`src/rtl/mem_pkg.sv`:
```
// Shared types and constants for the memory responder.
package mem_pkg;

   typedef enum logic [1:0] {
      IDLE,
      WAIT,
      RESP
   } mem_state_t;

   localparam logic [31:0] ERR_DATA   = 32'hDEADBEEF;
   localparam int          WORD_BYTES = 4;
   localparam int          WAIT_W     = 4;

   // An access is illegal when it is not word aligned or its word index is
   // beyond the end of the array.
   function automatic logic addr_err(input logic [31:0] adr, input int unsigned depth);
      return (adr[$clog2(WORD_BYTES)-1:0] != '0) || ({2'b00, adr[31:2]} >= depth);
   endfunction

endpackage

```
`src/rtl/mem_array.sv`:
```
// Single-port word RAM: synchronous write, combinational read.
module mem_array #(
   parameter int DEPTH = 64
) (
   input  logic                     clk,
   input  logic                     we,
   input  logic [$clog2(DEPTH)-1:0] addr,
   input  logic [31:0]              wd,
   output logic [31:0]              rd
);

   logic [31:0] mem_q [DEPTH];

   // Write port.
   // NOTE: the storage array has no reset; its contents survive reset and
   // a reset term would stop it mapping onto RAM cells.
   always_ff @(posedge clk) begin
      if (we) mem_q[addr] <= wd;
   end

   assign rd = mem_q[addr];

endmodule

```
`src/rtl/mem_responder.sv`:
```
// Memory responder: req/ready handshake with WAIT_CYCLES wait states in
// front of a word RAM, with misaligned/out-of-range error reporting.
// Build option: define MEM_STATS_EN to add saturating read/write counters
// (rd_count, wr_count) for non-errored responses.
module mem_responder
   import mem_pkg::*;
#(
   parameter int DEPTH       = 64,
   parameter int WAIT_CYCLES = 2
) (
   input  logic        clk,
   input  logic        reset,
   input  logic        req,
   input  logic        MemWrite,
   input  logic [31:0] Adr,
   input  logic [31:0] WriteData,
   output logic [31:0] ReadData,
   output logic        ready,
   output logic        err
`ifdef MEM_STATS_EN
   ,
   output logic [15:0] rd_count,
   output logic [15:0] wr_count
`endif
);

   localparam int AW = $clog2(DEPTH);

   mem_state_t        state_q, state_d;
   logic [WAIT_W-1:0] cnt_q, cnt_d;
   logic [31:0]       adr_q, adr_d;
   logic [31:0]       wd_q, wd_d;
   logic              we_q, we_d;
   logic [31:0]       rdata_q, rdata_d;

   logic [31:0]       cur_adr;
   logic              cur_we;
   logic [31:0]       ram_rd;
   logic              ram_we;

   // In IDLE the live inputs describe the access being accepted (needed when
   // WAIT_CYCLES=0 enters RESP straight from IDLE); afterwards the latched copy.
   assign cur_adr = (state_q == IDLE) ? Adr : adr_q;
   assign cur_we  = (state_q == IDLE) ? MemWrite : we_q;

   mem_array #(.DEPTH(DEPTH)) u_array (
      .clk  (clk),
      .we   (ram_we),
      .addr (cur_adr[AW+1:2]),
      .wd   (wd_q),
      .rd   (ram_rd)
   );

   // Next-state, handshake outputs and read-data capture.
   // NOTE: every signal driven here gets a default first so no path leaves
   // it unassigned, which would otherwise infer a latch.
   always_comb begin
      state_d = state_q;
      cnt_d   = cnt_q;
      adr_d   = adr_q;
      wd_d    = wd_q;
      we_d    = we_q;
      rdata_d = rdata_q;
      ready   = 1'b0;
      err     = 1'b0;
      ram_we  = 1'b0;

      case (state_q)
         IDLE: begin
            if (req) begin
               adr_d = Adr;
               wd_d  = WriteData;
               we_d  = MemWrite;
               if (WAIT_CYCLES == 0) begin
                  state_d = RESP;
               end else begin
                  cnt_d   = WAIT_W'(WAIT_CYCLES);
                  state_d = WAIT;
               end
            end
         end
         WAIT: begin
            cnt_d = cnt_q - WAIT_W'(1);
            if (cnt_q == WAIT_W'(1)) state_d = RESP;
         end
         RESP: begin
            ready   = 1'b1;
            err     = addr_err(adr_q, DEPTH);
            // The write commits on the edge leaving RESP, before any
            // following access can reach its own RESP.
            ram_we  = we_q && !err;
            state_d = IDLE;
         end
         default: state_d = IDLE;
      endcase

      // Read data is captured on the edge entering RESP and then held.
      if (state_d == RESP && state_q != RESP && !cur_we)
         rdata_d = addr_err(cur_adr, DEPTH) ? ERR_DATA : ram_rd;
   end

   // State and request registers; reset abandons any pending access.
   // NOTE: sequential state uses non-blocking assignments so every register
   // samples the pre-edge values regardless of statement order.
   always_ff @(posedge clk or negedge reset) begin
      if (!reset) begin
         state_q <= IDLE;
         cnt_q   <= '0;
         adr_q   <= '0;
         wd_q    <= '0;
         we_q    <= 1'b0;
         rdata_q <= '0;
      end else begin
         state_q <= state_d;
         cnt_q   <= cnt_d;
         adr_q   <= adr_d;
         wd_q    <= wd_d;
         we_q    <= we_d;
         rdata_q <= rdata_d;
      end
   end

   assign ReadData = rdata_q;

`ifdef MEM_STATS_EN
   logic [15:0] rd_cnt_q, wr_cnt_q;

   // Saturating counters of successful reads and writes.
   always_ff @(posedge clk or negedge reset) begin
      if (!reset) begin
         rd_cnt_q <= '0;
         wr_cnt_q <= '0;
      end else if (ready && !err) begin
         if (we_q && wr_cnt_q != 16'hFFFF) wr_cnt_q <= wr_cnt_q + 16'd1;
         if (!we_q && rd_cnt_q != 16'hFFFF) rd_cnt_q <= rd_cnt_q + 16'd1;
      end
   end

   assign rd_count = rd_cnt_q;
   assign wr_count = wr_cnt_q;
`endif

endmodule

```
`config.mk`:
```
export PLATFORM = sky130hd
export DESIGN_NAME = mem_responder
export DESIGN_NICKNAME = d
export VERILOG_FILES = /design/src/rtl/mem_pkg.sv /design/src/rtl/mem_array.sv /design/src/rtl/mem_responder.sv
export SDC_FILE = /design/constraint.sdc
export NUM_CORES = 2
export LEC_CHECK = 0
export CAP_MARGIN = 20
export CORE_MARGIN = 1
export CORE_UTILIZATION = 50
export CTS_BUF_LIST = sky130_fd_sc_hd__clkbuf_16
export CTS_CLUSTER_SIZE = 16
export DETAILED_ROUTE_END_ITERATION = 8
export HOLD_SLACK_MARGIN = 0.06
export PLACE_DENSITY_LB_ADDON = 0.2
export SLEW_MARGIN = 40
export SYNTH_ARGS = -nofsm -noshare
export SYNTH_HDL_FRONTEND = slang
export SYNTH_SLANG_ARGS = --single-unit
export TNS_END_PERCENT = 100
```
`constraint.sdc`:
```
create_clock -name clk -period 3.7 [get_ports clk]
set_input_delay 0.74 -clock clk [delete_from_list [all_inputs] [get_ports clk]]
set_output_delay 0.74 -clock clk [all_outputs]
set_load 0.005 [all_outputs]
```
==> results.toml <==
[power]
leakagePower_nw = 33.2
powerDensity_mw_per_mm2 = 803
ir_worst_vdd_mv = 0.556
p_total_w = 0.0788

[grt]
grt_start_max_net_pins = 66
grt_pass1_vias = 49900
grt_overflow = 0
grt_pass1_wl_mm = 402
grt_use_total = 0.357
antenna_found_initial = 8

[floorplan]
io_pins = 102
fp-row-count = 147
die_area_mm2 = 0.165
core_area_mm2 = 0.161
start_util = 0.506
fp.dieW_um = 406
die_h_um = 406

[place]
numPortBuffers = 101
globalplace.congestion = 0.917
hpwl_mm = 176

[timing]
worst_pin_slew_ns = 0.871
setup_viol = 0
fin_setup_tns_ns = 0
max_freq_mhz = 282
fin_crit_sh = 0.960
skew_ns = 0.0437
drv_slew = 0
period_minus_slack_ns = 3.55
slew_headroom = 0.419
hold_viol_final = 0
grt_setup_unrepaired = "no"

[clock_network]
cts_sinks = 2151
cts_hold_buf = 1
cts_resized = 0
htree_levels = 4
cts-root-buf = "clkbuf_16"
clk_pin_slew_ns = 0.06
clockBufferDepth = 3
cts_setup_buffers = 0
cts_buffers = 210
clk_latency_ns = 0.87
cts_tree = "yes"

[yosys]
ys.flop_type = "edfxtp_1"
yosys.area_share.xor_xnor = 0
synth_compound_area_frac = 0.0954
ys_warn_count = 0
synthTopCellsByArea = "edfxtp_1 (75%), mux2i_1 (4.8%), dfrtp_1 (3.2%), nand2_1 (2.8%), o22ai_1 (1.9%)"
syn_inst = 4966
synthSimpleGateAreaFrac = 0.0505
synth.top_cell.area_share = 0.753
ys_seq_area_frac = 0.784
synth.most_common_cell = "edfxtp_1"
synth_top_family_by_area = "compound AO/OA/AOI/OAI gates"
synth.distinct_cells = 75
synth_mux_area_frac = 0.0512
synth_edf_count = 2048
synth_nets = 5036
synth_fa_ha_area_frac = 0.000306
syn_area_mm2 = 0.0817
syn_avg_cell_area_um2 = 16.5
synth_top_area_cell = "edfxtp_1"
ys_ff_latch = 2151
netlist_top_cells_count = "edfxtp_1 (2048), nand2_1 (606), mux2i_1 (394)"
synth-async-reset-ratio = 0.0479

[min_path]
hold_class = "in -> reg"

[route]
antenna_left = 0
routedWlPerCell_um = 37.6
route.detailed.drc = 0
dr.pass1.iters = 6
routed_wl_mm = 295
avgViaCountPerCell = 6.75
drt_iter0_markers = 9570
vias = 52900

[setup_path]
endpoint_kind = "output port"
required_ns = 2.96
path_max_fanout = 3
path_class = "reg -> out"
critPathLaunchType = "flip-flop"
r2r_slack_ns = 0.25
arrival_ns = 2.81

[cells_and_area]
syn2layout_area_growth_pct = 20.1
layout-drive-gt1-share = 0.172
final_util = 0.608
nNetsFinal = 5556

[outcome]
outcome = "finished, final reports clean"

[flow_run]
drv_cap = 0
## sequential cells by signal, indices dropped and copies added, names as in the netlist
signal	count
state_q	2
ReadData	32
we_q	1
cnt_q	4
u_array.mem_q	2048
wd_q	32
adr_q	32
## final cells by class
| cell class | instances | area [um2] |
|---|---|---|
| sequential | 2151 | 64200 |
| fill | 11800 | 63200 |
| tap | 2160 | 2700 |
| multi-input combinational | 2503 | 16900 |
| clock inverter | 186 | 1370 |
| antenna | 9 | 22.5 |
| timing repair buffer | 615 | 7610 |
| inverter | 5 | 18.8 |
| clock buffer | 212 | 5310 |
## power breakdown
group,switching (W),leakage (nW),total [W],internal (W)
Clock,0.00932,3.46,0.0208,0.0115
Combinational,0.0152,9.98,0.0242,0.00903
Sequential,0.00336,19.8,0.0338,0.0304
Total,0.0279,33.2,0.0788,0.0509
## stage by stage
step                cell area, um2  hold WS [ns]  setup WS (ns)  instances
finish                       98100         0.411          0.148       7841
global route                 98100         0.410         0.0516       7832
CTS                          98000         0.371          0.115       7831
detailed placement           91400         0.465         -0.194       7432
global placement             91300         0.462         -0.304       7431
floorplan                    81700         0.444         -0.327       4966
## critical path: stages (launching register included)
cell	delay, ns
dfrtp_1	0.38
nor4_1	0.40
nand4_1	0.30
nor2_1	0.34
nor2b_1	0.08
clkdlybuf4s50_1	0.45
## path summary, 6_finish.rpt
kind | depth (start not counted) | end | startpoint
max | 5 | err | adr_q[15]
min | 3 | adr_q[15] | Adr[15]
max reg2reg | 10 | ReadData[28] | state_q[1]
min reg2reg | 2 | adr_q[15] | adr_q[15]
max in group asynchronous | 3 | wd_q[24] | reset
min in group asynchronous | 2 | wd_q[18] | reset
## layout by cell type (no fill, tap or decap), types with 27 or more instances in the layout
| cell type | synthesis | final |
|---|---|---|
| clkinv_1 | 0 | 57 |
| o21ai_0 | 121 | 120 |
| clkdlybuf4s50_1 | 0 | 100 |
| dfrtp_1 | 103 | 74 |
| nor3_1 | 36 | 35 |
| o22ai_1 | 251 | 247 |
| buf_4 | 24 | 294 |
| dfrtp_4 | 0 | 27 |
| inv_1 | 5 | 56 |
| a22oi_1 | 177 | 177 |
| a22o_1 | 56 | 56 |
| a21oi_1 | 150 | 150 |
| a221oi_1 | 46 | 46 |
| nor2_1 | 143 | 74 |
| nor4_1 | 28 | 28 |
| buf_12 | 0 | 218 |
| clkbuf_16 | 0 | 212 |
| and3_1 | 32 | 32 |
| clkinv_2 | 0 | 43 |
| nand2_1 | 606 | 601 |
| mux2i_1 | 394 | 391 |
| a32oi_1 | 37 | 37 |
| nor2_4 | 0 | 67 |
| a31oi_1 | 65 | 65 |
| nand3_1 | 69 | 69 |
| edfxtp_1 | 2048 | 2048 |
## kinds of logic (layout without fill, tap and decap cells)
logic type,Yosys count,count (layout)
multiplexers,415,415
adder cells (fa/ha/maj),2,2
buffers and inverters,312,1018
flip-flops,2151,2151
AND/OR/NAND/NOR,971,971
AO/OA/AOI/OAI,1115,1115
other,0,9
## layer usage
| layer | part of all wire | global-route usage | wire (um) | vias to the layer above |
|---|---|---|---|---|
| met2 | 0.45 | 0.534 | 131000 | 4388 |
| met4 | 0.061 | 0.193 | 18000 | 4 |
| li1 | - | - | - | 20900 |
| met5 | 0.000081 | 0 | 24 | - |
| met3 | 0.14 | 0.0892 | 39900 | 815 |
| met1 | 0.36 | 0.484 | 106000 | 26800 |
Power figures use the tool's default switching activity.
